<file path="src/rtl/doodle_pkg.sv">
// Shared types, default screen geometry and arithmetic helpers for the doodle physics engine.
package doodle_pkg;

  typedef enum logic [1:0] {
    IDLE = 2'd0,
    PLAY = 2'd1,
    DEAD = 2'd2
  } game_state_e;

  typedef enum logic [2:0] {
    WAIT    = 3'd0,
    UPDATE  = 3'd1,
    SCAN    = 3'd2,
    RESOLVE = 3'd3,
    SCROLL  = 3'd4
  } frame_phase_e;

  localparam int DEF_SCREEN_X_MAX = 639;
  localparam int DEF_SCREEN_Y_MAX = 479;
  localparam int DEF_WRAP_MARGIN  = 25;
  localparam int DEF_SCROLL_LINE  = 240;

  // Signed add clamped to [lo, hi].
  function automatic int sat_add(input int a, input int b, input int lo, input int hi);
    int s;
    s = a + b;
    if (s > hi) return hi;
    if (s < lo) return lo;
    return s;
  endfunction

endpackage

</file>
<file path="src/rtl/plat_collision_scan.sv">
// Sequential platform collision scanner: tests one platform slot per enabled cycle and
// latches the lowest-index hit.
module plat_collision_scan
  import doodle_pkg::*;
#(
  parameter int NUM_PLAT    = 16,
  parameter int COORD_W     = 10,
  parameter int DOODLE_SIZE = 6
) (
  input  logic                          Clk,
  input  logic                          Reset,
  input  logic                          clear,
  input  logic                          en,
  input  logic [COORD_W-1:0]            x,
  input  logic [COORD_W-1:0]            y,
  input  logic                          vel_nonneg,
  input  logic [NUM_PLAT*COORD_W-1:0]   plat_x,
  input  logic [NUM_PLAT*COORD_W-1:0]   plat_y,
  input  logic [NUM_PLAT-1:0]           plat_valid,
  input  logic [COORD_W-1:0]            half_w,
  input  logic [COORD_W-1:0]            half_h,
  output logic                          hit,
  output logic [$clog2(NUM_PLAT)-1:0]   hit_idx,
  output logic                          done
);

  localparam int IDX_W = $clog2(NUM_PLAT);
  localparam int CMP_W = COORD_W + 2;

  logic [IDX_W-1:0]   idx;
  logic [COORD_W-1:0] px, py;
  logic [CMP_W-1:0]   xe, pxe, pye, hhe, feet, reach;
  logic               cand;

  // Two guard bits keep every sum below from wrapping.
  always_comb begin
    px    = plat_x[int'(idx)*COORD_W +: COORD_W];
    py    = plat_y[int'(idx)*COORD_W +: COORD_W];
    xe    = CMP_W'(x);
    pxe   = CMP_W'(px);
    pye   = CMP_W'(py);
    hhe   = CMP_W'(half_h);
    feet  = CMP_W'(y) + CMP_W'(DOODLE_SIZE);
    reach = CMP_W'(half_w) + CMP_W'(DOODLE_SIZE);
    cand  = plat_valid[idx] && vel_nonneg &&
            (feet + hhe >= pye) && (feet <= pye + hhe) &&
            (xe + reach >= pxe) && (pxe + reach >= xe);
    done  = en && (idx == IDX_W'(NUM_PLAT - 1));
  end

  always_ff @(posedge Clk) begin
    if (Reset || clear) begin
      idx     <= '0;
      hit     <= 1'b0;
      hit_idx <= '0;
    end else if (en) begin
      if (cand && !hit) begin
        hit     <= 1'b1;
        hit_idx <= idx;
      end
      idx <= done ? '0 : idx + 1'b1;
    end
  end

endmodule

</file>
<file path="src/rtl/doodle_physics_engine.sv">
// Doodle jump physics: per-frame multi-cycle job (update, platform scan, bounce/fall resolve,
// camera scroll) wrapped in an IDLE/PLAY/DEAD game state machine.
module doodle_physics_engine
  import doodle_pkg::*;
#(
  parameter int NUM_PLAT     = 16,
  parameter int COORD_W      = 10,
  parameter int VEL_W        = 8,
  parameter int GRAVITY      = 1,
  parameter int GRAV_DIV     = 4,
  parameter int JUMP_VEL     = 12,
  parameter int MAX_FALL     = 10,
  parameter int X_SPEED      = 3,
  parameter int DOODLE_SIZE  = 6,
  parameter int SCREEN_X_MAX = DEF_SCREEN_X_MAX,
  parameter int SCREEN_Y_MAX = DEF_SCREEN_Y_MAX,
  parameter int WRAP_MARGIN  = DEF_WRAP_MARGIN,
  parameter int SCROLL_LINE  = DEF_SCROLL_LINE
) (
  input  logic                          Clk,
  input  logic                          Reset,
  input  logic                          frame_tick,
  input  logic                          start,
  input  logic                          pause,
  input  logic                          move_left,
  input  logic                          move_right,
  input  logic [NUM_PLAT*COORD_W-1:0]   plat_x,
  input  logic [NUM_PLAT*COORD_W-1:0]   plat_y,
  input  logic [NUM_PLAT-1:0]           plat_valid,
  input  logic [COORD_W-1:0]            plat_half_w,
  input  logic [COORD_W-1:0]            plat_half_h,
  output logic [COORD_W-1:0]            doodle_x,
  output logic [COORD_W-1:0]            doodle_y,
  output logic signed [VEL_W-1:0]       vel_y,
  output logic [COORD_W-1:0]            scroll_dy,
  output logic                          scroll_valid,
  output logic                          landed,
  output logic [$clog2(NUM_PLAT)-1:0]   land_idx,
  output logic                          fell,
  output logic                          busy,
  output logic                          overrun,
  output logic [1:0]                    game_state
);

  localparam int IDX_W   = $clog2(NUM_PLAT);
  localparam int GC_W    = (GRAV_DIV > 1) ? $clog2(GRAV_DIV) : 1;
  localparam int X_START = (SCREEN_X_MAX + 1) / 2;
  localparam int VEL_MIN = -(2 ** (VEL_W - 1));

  game_state_e  state;
  frame_phase_e phase;
  logic [GC_W-1:0] grav_cnt, grav_next;

  logic signed [VEL_W-1:0] vel_next;
  logic signed [COORD_W:0] dx, x_sum, y_sum;
  logic [COORD_W-1:0]      x_next, y_next;
  int                      x_sum_i;

  logic             scan_hit, scan_done;
  logic [IDX_W-1:0] scan_idx;

  assign game_state = state;

  always_comb begin
    grav_next = grav_cnt + 1'b1;
    vel_next  = vel_y;
    if (int'(grav_cnt) == GRAV_DIV - 1) begin
      grav_next = '0;
      vel_next  = VEL_W'(sat_add(int'(vel_y), GRAVITY, VEL_MIN, MAX_FALL));
    end

    dx = '0;
    if (move_right && !move_left) dx = (COORD_W+1)'(X_SPEED);
    else if (move_left && !move_right) dx = (COORD_W+1)'(-X_SPEED);

    x_sum   = $signed({1'b0, doodle_x}) + dx;
    x_sum_i = int'(x_sum);
    if (x_sum_i < WRAP_MARGIN) x_next = COORD_W'(SCREEN_X_MAX - WRAP_MARGIN - 1);
    else if (x_sum_i > SCREEN_X_MAX - WRAP_MARGIN) x_next = COORD_W'(WRAP_MARGIN);
    else x_next = x_sum[COORD_W-1:0];

    // Position integrates the already-updated velocity; negative results clamp to the top row.
    y_sum  = $signed({1'b0, doodle_y}) + (COORD_W+1)'(vel_next);
    y_next = y_sum[COORD_W] ? '0 : y_sum[COORD_W-1:0];
  end

  plat_collision_scan #(
    .NUM_PLAT   (NUM_PLAT),
    .COORD_W    (COORD_W),
    .DOODLE_SIZE(DOODLE_SIZE)
  ) u_scan (
    .Clk       (Clk),
    .Reset     (Reset),
    .clear     (phase == UPDATE),
    .en        (phase == SCAN),
    .x         (doodle_x),
    .y         (doodle_y),
    .vel_nonneg(~vel_y[VEL_W-1]),
    .plat_x    (plat_x),
    .plat_y    (plat_y),
    .plat_valid(plat_valid),
    .half_w    (plat_half_w),
    .half_h    (plat_half_h),
    .hit       (scan_hit),
    .hit_idx   (scan_idx),
    .done      (scan_done)
  );

  always_ff @(posedge Clk) begin
    if (Reset) begin
      state        <= IDLE;
      phase        <= WAIT;
      grav_cnt     <= '0;
      doodle_x     <= COORD_W'(X_START);
      doodle_y     <= COORD_W'(SCROLL_LINE);
      vel_y        <= '0;
      scroll_dy    <= '0;
      scroll_valid <= 1'b0;
      landed       <= 1'b0;
      land_idx     <= '0;
      fell         <= 1'b0;
      busy         <= 1'b0;
      overrun      <= 1'b0;
    end else begin
      scroll_valid <= 1'b0;
      landed       <= 1'b0;
      fell         <= 1'b0;
      if (start && state != PLAY) begin
        state    <= PLAY;
        phase    <= WAIT;
        busy     <= 1'b0;
        overrun  <= 1'b0;
        grav_cnt <= '0;
        doodle_x <= COORD_W'(X_START);
        doodle_y <= COORD_W'(SCROLL_LINE);
        vel_y    <= VEL_W'(-JUMP_VEL);
      end else begin
        if (frame_tick && !pause && state == PLAY) begin
          if (busy) begin
            overrun <= 1'b1;
          end else begin
            phase <= UPDATE;
            busy  <= 1'b1;
          end
        end
        unique case (phase)
          WAIT: ;
          UPDATE: begin
            grav_cnt <= grav_next;
            vel_y    <= vel_next;
            doodle_x <= x_next;
            doodle_y <= y_next;
            phase    <= SCAN;
          end
          SCAN: if (scan_done) phase <= RESOLVE;
          RESOLVE: begin
            if (scan_hit) begin
              vel_y    <= VEL_W'(-JUMP_VEL);
              landed   <= 1'b1;
              land_idx <= scan_idx;
            end else if (int'(doodle_y) + DOODLE_SIZE >= SCREEN_Y_MAX) begin
              fell  <= 1'b1;
              state <= DEAD;
            end
            phase <= SCROLL;
          end
          SCROLL: begin
            if (int'(doodle_y) < SCROLL_LINE) begin
              scroll_dy    <= COORD_W'(SCROLL_LINE - int'(doodle_y));
              doodle_y     <= COORD_W'(SCROLL_LINE);
              scroll_valid <= 1'b1;
            end
            phase <= WAIT;
            busy  <= 1'b0;
          end
          default: phase <= WAIT;
        endcase
      end
    end
  end

endmodule

</file>
<file path="config.mk">
export PLATFORM = sky130hd
export DESIGN_NAME = doodle_physics_engine
export DESIGN_NICKNAME = d
export VERILOG_FILES = /design/src/rtl/doodle_pkg.sv /design/src/rtl/plat_collision_scan.sv /design/src/rtl/doodle_physics_engine.sv
export SDC_FILE = /design/constraint.sdc
export NUM_CORES = 1
export LEC_CHECK = 0
export ABC_AREA = 1
export CORE_MARGIN = 5
export CORE_UTILIZATION = 30
export DETAILED_ROUTE_END_ITERATION = 12
export PLACE_DENSITY = 0.58
export SLEW_MARGIN = 15
export SYNTH_ARGS = -nofsm -noshare
export SYNTH_HDL_FRONTEND = slang
export SYNTH_HIERARCHICAL = 1
export SYNTH_SLANG_ARGS = --single-unit
</file>
<file path="constraint.sdc">
create_clock -name Clk -period 5.8 [get_ports Clk]
set_input_delay 1.45 -clock Clk [delete_from_list [all_inputs] [get_ports Clk]]
set_output_delay 1.45 -clock Clk [all_outputs]
set_load 0.03 [all_outputs]
</file>
==> metrics.yaml <==
outcome: "complete, no violations"
synth_seq_area_share: 0.120
slew_viol_final: 0
worstReg2RegStart: "u_scan/idx[0]"
syn-instance-count: 1759
nets: 2612
start_util: 0.304
r2r_slack_ns: 0.91
p_leak_nw: 6.93
grt_pass1_wl_mm: 75.1
grt_max_degree: 102
max_cap_viol_count: 0
start_kind: "input pin"
vdd_ir_drop_max_mv: 0.126
p_total_mw: 1.81
die_w_um: 197
r2r_end: "u_scan/hit_idx[0]"
area_growth_pct: 45.2
worst_pin_slew_ns: 0.798
multiInputGateArea_sq_um: 7970
synthesis.nets: 2245
htree_levels: 3
cts.path.max_buffers: 2
synth_edf_count: 0
clkLatencyLatePin_ns: 0.33
synth-seq-cells: 63
register_area_sq_um: 1270
setup_violations: 0
first_global_vias: 12900
clkTransAtPathRegs_ns: 0.06
vias: 13100
wl_per_cell_um: 19.1
firstDrtPassIters: 5
totalWireLength_mm: 49.5
hold_viol: 0
ctsHoldBuffers: 0
rsz0062_at_grt: "no"
die_h_um: 197
stdcell_area_sq_um: 15200
r2r_cells: 25
power.density_nw_per_um2: 118
drive_gt1_frac: 0.0380
rows: 68
gp_congestion: 0.922
fmax_mhz: 186
clkSinkCount: 63
overflow: 0
crit_path_start: "plat_y[51]"
critPathKind: "input pin to flip-flop"
io_pins: 412
antenna_found_initial: 2
period_share: 0.929
nFillCells: 3641
drt_iter0_drc: 693
worstHoldStart: "scroll_dy[9]"
avgViaCountPerCell: 5.07
async_flop_share: 0
hold_depth: 2
ant_nets: 0
syn_area_sq_um: 10500
cts_buffers: 9
cp-end-kind: "flip-flop"
yosysUniqueCellTypes: 60
dpl.hpwl_mm: 40.3
cp_data_arrival_time_ns: 5.61
yosys_warnings: 6
fin_crit_ns: 5.39
relSlewSlack: 0.467
grt_usage: 0.242
drc: 0
clock_skew_ns: 0.00797
min_to: "scroll_dy[9]"
final_util: 0.441
synth-main-ff-cell: "dfxtp_1"
min_path_type: "flip-flop to flip-flop"
placed_area_sq_um: 15000
critPathMaxFanout: 4
cts_tree: "built"
dieArea_sq_um: 38800
cp.required_ns: 6.02
core_area_sq_um: 34500
port_buffers: 411
syn_area_per_cell_sq_um: 5.97
root_buffer: "clkbuf_16"
## synth_stat cells (all sizes together) (20+ instances only)
master	number	area [sq um]
clkbuf	39	146
nand3	90	500
o22ai	47	294
o221ai	31	272
dfxtp	63	1260
nor2	264	1010
xor2	33	308
xnor2	23	201
inv	227	857
ha	117	1460
buf	36	275
nand2	356	1350
nand4	20	146
o21ai	210	1060
a31oi	23	150
a21oi	91	470
## sequential cells by signal (all words and copies together), names as in the netlist
signal	count
busy	1
u_scan/hit	1
land_idx	4
doodle_y	10
overrun	1
u_scan/hit_idx	4
scroll_dy	10
game_state	2
landed	1
fell	1
vel_y	8
u_scan/idx	4
grav_cnt	2
doodle_x	10
phase	3
scroll_valid	1
## metal layers
layer  vias up  wire length (um)  global-route usage
met5         -                 0                   0
met4         0              1180              0.0575
met3        58              2810              0.0372
met2       383             24100               0.434
met1      6045             21400               0.306
li1       6643                 -                   -
## cell usage in the layout, fill, tap and decap left out, drive strengths merged, types with 3 or more instances in the layout
cell type	netlist	final
a211oi	4	4
nand3	90	90
a22o	9	9
dfxtp	63	63
o21bai	6	6
nand4	20	20
clkdlybuf4s50	0	411
a21boi	3	3
o22ai	47	47
or2	6	6
o221ai	31	31
nand2	356	356
clkinv	1	5
buf	36	20
nor3	13	13
fa	6	6
o21ai	210	210
a31oi	23	23
a21o	11	11
xor2	33	33
nor2	264	264
o211ai	13	13
xnor2	23	23
clkbuf	39	11
inv	227	227
ha	117	117
a21oi	91	91
## worst max-delay path: stages
cell,delay (ns)
clkdlybuf4s50_1,0.42
o21ai_1,0.38
o221ai_2,0.28
a31oi_1,0.41
inv_1,0.09
ha_1,0.28
nand3_1,0.09
nor2_1,0.10
nor2_1,0.07
o21ai_0,0.24
a21oi_1,0.10
o21ai_0,0.21
xnor2_1,0.10
ha_1,0.27
nand2_1,0.06
nor3_1,0.28
nand4_1,0.15
nand2_1,0.09
inv_1,0.06
nor2_4,0.13
nand2_1,0.08
inv_2,0.07
nand4_1,0.07
nand2_1,0.10
nor2_1,0.04
## how the worst max path moves through the flow
stage | end | slack (ns)
floorplan | u_scan/hit_idx[3] | 1.19
global placement | u_scan/hit_idx[0] | -0.11
detailed placement | u_scan/hit_idx[0] | -0.29
CTS | u_scan/hit_idx[0] | 0.04
global route | u_scan/hit_idx[0] | 0.03
finish | u_scan/hit_idx[0] | 0.41
## what timing repair did
| action | in CTS | in global routing |
|---|---|---|
| gates resized for setup | 0 | 3 |
| endpoints found under the setup margin | 0 | 5 |
| buffers inserted | 0 | 0 |
## through the flow
| step | worst slack (ns) | hold WS [ns] | TNS [ns] | instances |
|---|---|---|---|---|
| after floorplan | 1.19 | 0.443 | 0 | 1759 |
| after global placement | -0.113 | 0.432 | -0.399 | 2570 |
| after detailed placement | -0.285 | 0.437 | -1.24 | 2570 |
| after CTS | 0.0355 | 0.446 | 0 | 2586 |
| after global routing | 0.0305 | 0.465 | 0 | 2588 |
| final | 0.409 | 0.441 | 0 | 2588 |
## cell families (layout without fill, tap and decap cells)
kind of cell	count (synthesis)	after routing	share of synthesized area
xor+xnor	56	56	0.0485
compound gates	458	458	0.257
fa+ha+maj	123	123	0.151
simple gates	756	756	0.302
buf+inv	303	675	0.122
flops	63	63	0.120
other cells	0	2	0
## area by class of cell
type	instances	share of cell area
antenna	2	0.000328
clock buffer	11	0.0167
clock inverter	5	0.00205
inverter	228	0.0565
multi-input combinational	1393	0.523
sequential	63	0.0830
tap	455	0.0373
timing repair buffer	431	0.281
## power breakdown
group	switching [mW]	internal, mW
sequential	0.00966	0.438
combinational	0.408	0.438
clock	0.199	0.313
No activity file was read; power rests on OpenSTA's default activity.
